## config.mk

```make
export PLATFORM = sky130hd
export DESIGN_NAME = maxpool_window_gen
export DESIGN_NICKNAME = d
export VERILOG_FILES = /design/src/rtl/maxpool_window_gen_pkg.sv /design/src/rtl/maxpool_line_buf.sv /design/src/rtl/maxpool_window_gen.sv
export SDC_FILE = /design/constraint.sdc
export NUM_CORES = 1
export LEC_CHECK = 0
export CORE_MARGIN = 8
export CORE_UTILIZATION = 45
export CTS_BUF_LIST = sky130_fd_sc_hd__clkbuf_4
export DETAILED_ROUTE_END_ITERATION = 8
export PLACE_DENSITY = 0.66
export SKIP_LAST_GASP = 1
export SLEW_MARGIN = 20
export SYNTH_ARGS = -nofsm -noshare
export SYNTH_HDL_FRONTEND = slang
export SYNTH_SLANG_ARGS = --single-unit
```

## constraint.sdc

```tcl
create_clock -name clk -period 5.3 [get_ports clk]
set_clock_uncertainty 0.2 [all_clocks]
set_input_delay 0.795 -clock clk [delete_from_list [all_inputs] [get_ports clk]]
set_output_delay 0.795 -clock clk [all_outputs]
set_load 0.01 [all_outputs]
```

## src/rtl/maxpool_window_gen_pkg.sv

```systemverilog
// Shared pooling package: default word width and image geometry used by the
// window generator and the 4-input max block.
package maxpool_window_gen_pkg;

  localparam int unsigned POOL_DATA_WIDTH = 32;
  localparam int unsigned POOL_IMG_WIDTH  = 8;
  localparam int unsigned POOL_IMG_HEIGHT = 8;

  // Index width for a counter spanning 0..n-1 (at least one bit).
  function automatic int unsigned idx_width(input int unsigned n);
    return (n > 1) ? $clog2(n) : 1;
  endfunction

endpackage

```

## src/rtl/maxpool_line_buf.sv

```systemverilog
// One-row pixel store: single write port, two combinational read ports.
module maxpool_line_buf
  import maxpool_window_gen_pkg::*;
#(
  parameter int unsigned DATA_WIDTH = POOL_DATA_WIDTH,
  parameter int unsigned DEPTH      = POOL_IMG_WIDTH,
  localparam int unsigned AW        = idx_width(DEPTH)
) (
  input  logic                  clk,
  input  logic                  we,
  input  logic [AW-1:0]         waddr,
  input  logic [DATA_WIDTH-1:0] wdata,
  input  logic [AW-1:0]         raddr_a,
  output logic [DATA_WIDTH-1:0] rdata_a_c,
  input  logic [AW-1:0]         raddr_b,
  output logic [DATA_WIDTH-1:0] rdata_b_c
);

  logic [DATA_WIDTH-1:0] mem [DEPTH];

  // Contents need no reset: a row is always written before it is read.
  always_ff @(posedge clk) begin
    if (we) begin
      mem[waddr] <= wdata;
    end
  end

  assign rdata_a_c = mem[raddr_a];
  assign rdata_b_c = mem[raddr_b];

endmodule

```

## src/rtl/maxpool_window_gen.sv

```systemverilog
// Raster-stream to non-overlapping 2x2 window generator (stride 2) feeding
// the max-pool stage; one registered window per completed odd-row pair.
module maxpool_window_gen
  import maxpool_window_gen_pkg::*;
#(
  parameter int unsigned DATA_WIDTH = POOL_DATA_WIDTH,
  parameter int unsigned IMG_WIDTH  = POOL_IMG_WIDTH,
  parameter int unsigned IMG_HEIGHT = POOL_IMG_HEIGHT
) (
  input  logic                  clk,
  input  logic                  rst,
  input  logic [DATA_WIDTH-1:0] Data_In,
  input  logic                  Valid_In,
  output logic [DATA_WIDTH-1:0] Data_A,
  output logic [DATA_WIDTH-1:0] Data_B,
  output logic [DATA_WIDTH-1:0] Data_C,
  output logic [DATA_WIDTH-1:0] Data_D,
  output logic                  Valid_Out,
  output logic                  Frame_Done
);

  localparam int unsigned COL_W = idx_width(IMG_WIDTH);
  localparam int unsigned ROW_W = idx_width(IMG_HEIGHT);
  localparam logic [COL_W-1:0] COL_LAST = COL_W'(IMG_WIDTH - 1);
  localparam logic [ROW_W-1:0] ROW_LAST = ROW_W'(IMG_HEIGHT - 1);

  if ((IMG_WIDTH % 2) != 0 || (IMG_HEIGHT % 2) != 0 ||
      IMG_WIDTH < 2 || IMG_HEIGHT < 2) begin : g_bad_geometry
    $error("maxpool_window_gen: IMG_WIDTH and IMG_HEIGHT must be even and >= 2");
  end

  logic [COL_W-1:0]      col;
  logic [ROW_W-1:0]      row;
  logic [DATA_WIDTH-1:0] hold;

  logic                  lb_we_c;
  logic                  hold_we_c;
  logic                  win_c;
  logic                  last_c;
  logic [COL_W-1:0]      left_addr_c;
  logic [DATA_WIDTH-1:0] lb_left_c;
  logic [DATA_WIDTH-1:0] lb_right_c;

  // Beat classification: even rows fill the buffer, odd rows pair with it.
  always_comb begin
    lb_we_c     = Valid_In && !row[0];
    hold_we_c   = Valid_In &&  row[0] && !col[0];
    win_c       = Valid_In &&  row[0] &&  col[0];
    last_c      = (row == ROW_LAST) && (col == COL_LAST);
    left_addr_c = col - COL_W'(1);
  end

  maxpool_line_buf #(
    .DATA_WIDTH (DATA_WIDTH),
    .DEPTH      (IMG_WIDTH)
  ) u_line_buf (
    .clk       (clk),
    .we        (lb_we_c),
    .waddr     (col),
    .wdata     (Data_In),
    .raddr_a   (left_addr_c),
    .rdata_a_c (lb_left_c),
    .raddr_b   (col),
    .rdata_b_c (lb_right_c)
  );

  // Raster position; advances only on accepted beats.
  always_ff @(posedge clk or posedge rst) begin
    if (rst) begin
      col <= '0;
      row <= '0;
    end else if (Valid_In) begin
      if (col == COL_LAST) begin
        col <= '0;
        row <= (row == ROW_LAST) ? '0 : row + ROW_W'(1);
      end else begin
        col <= col + COL_W'(1);
      end
    end
  end

  // Bottom-left candidate, consumed by the following odd-column beat.
  always_ff @(posedge clk or posedge rst) begin
    if (rst) begin
      hold <= '0;
    end else if (hold_we_c) begin
      hold <= Data_In;
    end
  end

  // Window output registers hold their value between pulses.
  always_ff @(posedge clk or posedge rst) begin
    if (rst) begin
      Data_A     <= '0;
      Data_B     <= '0;
      Data_C     <= '0;
      Data_D     <= '0;
      Valid_Out  <= 1'b0;
      Frame_Done <= 1'b0;
    end else begin
      Valid_Out  <= win_c;
      Frame_Done <= win_c && last_c;
      if (win_c) begin
        Data_A <= lb_left_c;
        Data_B <= lb_right_c;
        Data_C <= hold;
        Data_D <= Data_In;
      end
    end
  end

endmodule

```

==> metrics <==
Std-Cell Rows=69; top routing layer used=met4; synth warn=0; crit end category=register; Syn Inst Count=989; initial antenna violation count=2; clk sinks=424; Finish-stage setup viols=0; RSZ-0062 raised after global routing=no; status=finished, final reports clean; Worst Tran Pin Value=1.088 ns; CP max stage delay=0.79 ns; PortBufs=164; Via-to-Cell Ratio=5.172; crit start category=register; non-filler cells, final=1786; top post-synthesis cells by area=edfxtp_1 (47%), dfrtp_1 (26%), mux2_2 (6.6%); placed inst area=18510 um2; CTS Buf Count=106; hold_ws=0.2628 ns; worst slack at placement=1.742 ns; MaxCap Viol Count=0; vias=9237; crit-path max FO=31; Total Routed Length=37830 um; antenna-violating nets left=0; HPWL Detailed=22540 um; initial DRC count=517; Avg Inst Size Synth=16.49 um2; Final TNS setup=0 ns; PwrDens=563.6 nW/um2; share of the synthesized area in the top cell type=0.4713; Cell Chain, Critical Path=inv_1 -> ha_1 -> inv_2 -> mux4_1 -> mux2_2; Worst-path clk slew=0.07 ns; post-synthesis sequential area ratio=0.7290; maximum ir drop on the vdd rail=304.3 uV; path type of the worst setup path=register to register; Post-Syn Area=16310 um2; CTS tree=yes; remaining routing DRC violations=0; # resized after CTS=0; min setup slack post-route=2.027 ns; largest net degree at the start of global routing=169; CP top delay family=buffers and inverters; wire length on met1=16670 um; Avg WL per Cell=21.18 um; drt pass-1 iters=5; HP Class=register to register; Nets=1270; Req. time, crit path=5.74 ns; total power=11.24 mW; area delta synth->final=22.29%; clk_lat worst skew=0.74 ns; slew margin rel.=0.2747; f_max=0.3055 GHz; Placeable Area=35660 um2; Clock Root Buffer=clkbuf_4; LEAKAGE=7.779 nW; RD Place Congestion=0.7293; Post-CTS Setup Repair Bufs=0; # fillers=2856; final worst path period need=3.273 ns; placed instance count=between 1500 and 2000; critical path arrival=3.71 ns; CP bufs+invs=2; residual overflow from global routing=0; Starting Density=0.4575; die area=42600 um2; CP max stage cell=inv_2; share of post-route cells with drive strength above 1=0.2619; Synth cell types=33; hold buffers post-CTS=0; r2r setup slk=2.03 ns; htree depth=3; final slew viol count=0; vias in the first global route=a little under 10000; number of top-level pins=between 150 and 200; Die Wd=206.4 um; metal3 WL=between 2000 and 2500 um; syn nets=1029; final worst path period share=0.6176; most area-hungry cell type in the Yosys netlist=edfxtp_1; Die Y=206.4 um; endpoints failing hold=0; Non-Filler Cell Area, Final=19950 um2; routed length on met2=18120 um; total global-route track usage=0.1825; first-pass GRT wire length=about 59000 um; final core utilization=0.5595; clock buffer depth=3; Synth Register Bits=424
-- flip-flops by register name, indices dropped and copies added, names as in the netlist --
register	count
u_line_buf.mem	256
Data_A	32
Data_B	32
Data_C	32
Data_D	32
hold	32
col	3
row	3
Frame_Done	1
Valid_Out	1
-- placed cells by master, fill, tap and decap left out, types with 2 or more instances in the layout --
cell type and count:
nand2_1 242, edfxtp_1 256, mux4_1 18, nand3_1 2
clkbuf_4 161, mux2_4 6, nor2_1 16, ha_1 5
nor3_2 4, diode_2 4, nand2b_1 12, mux2_2 95
nor3b_2 2, buf_16 2, mux2_1 3, o211ai_1 11
mux4_2 35, buf_12 3, clkinv_2 4, a21oi_1 15
clkinv_1 28, clkdlybuf4s50_1 164, buf_4 17, nor2_4 2
o21ai_0 7, inv_2 2, clkinvlp_4 4, dfrtp_1 165
mux2i_1 12, inv_1 3, a221oi_1 11, dfrtp_2 3
-- cells in the mapped netlist (all sizes together) --
library cell	count
a221oi	11
nand2b	12
inv	6
a21o	1
xor2	1
nand2	242
ha	5
mux2i	12
and2	1
buf	42
mux4	53
o21ai	7
a21oi	15
nand3	4
and3	1
edfxtp	256
o211ai	11
mux2	104
dfrtp	168
nor3	5
clkbuf	11
nor2	18
nor3b	2
nor2b	1
-- power by group --
part | total, mW | switching (mW) | internal (mW)
sequential | 4.79 | 0.422 | 4.36
combinational | 3.73 | 1.78 | 1.95
clock | 2.73 | 1.28 | 1.44
-- worst register-to-register path: stages, from the launching register on --
cell and delay, ns:
dfrtp_2 0.40, inv_1 0.41, ha_1 0.39, inv_2 0.79, mux4_1 0.69, mux2_2 0.27
-- final timing paths --
| kind | start | end | cells after the start |
|---|---|---|---|
| setup / recovery | col[1] | Data_A[9] | 5 |
| hold / removal | hold[12] | Data_C[12] | 2 |
| max in group asynchronous | rst | Data_A[16] | 3 |
| min in group asynchronous | rst | hold[14] | 3 |
| hold reg to reg | hold[12] | Data_C[12] | 2 |
| setup reg to reg | col[1] | Data_A[9] | 5 |
-- final cells by class --
type	instances	area (um2)	area share
Clock inverter	38	190.2	0.009534
Clock buffer	161	1209	0.06059
Sequential cell	424	11900	0.5963
Antenna cell	4	10.01	0.0005018
Inverter	6	28.78	0.001443
Timing Repair Buffer	186	1884	0.09446
Multi-Input combinational cell	506	4154	0.2082
Tap cell	461	576.8	0.02892
-- routing by layer --
| layer | vias to the layer above | global-route usage |
|---|---|---|
| li1 | 4207 | - |
| met1 | 4729 | 0.2437 |
| met2 | 260 | 0.2888 |
| met3 | 41 | 0.04890 |
| met4 | 0 | 0.05834 |
| met5 | - | 0 |
-- kinds of logic after synthesis --
group,share of synthesized area
DFF,0.7290
AOI/OAI and AO/OA,0.01818
xor gates and xnor gates,0.0009974
adders and majority gates,0.003835
buffers and inverters,0.02056
and+or+nand+nor,0.06957
muxes,0.1579
Note: power is estimated with default switching activity, not from simulation.
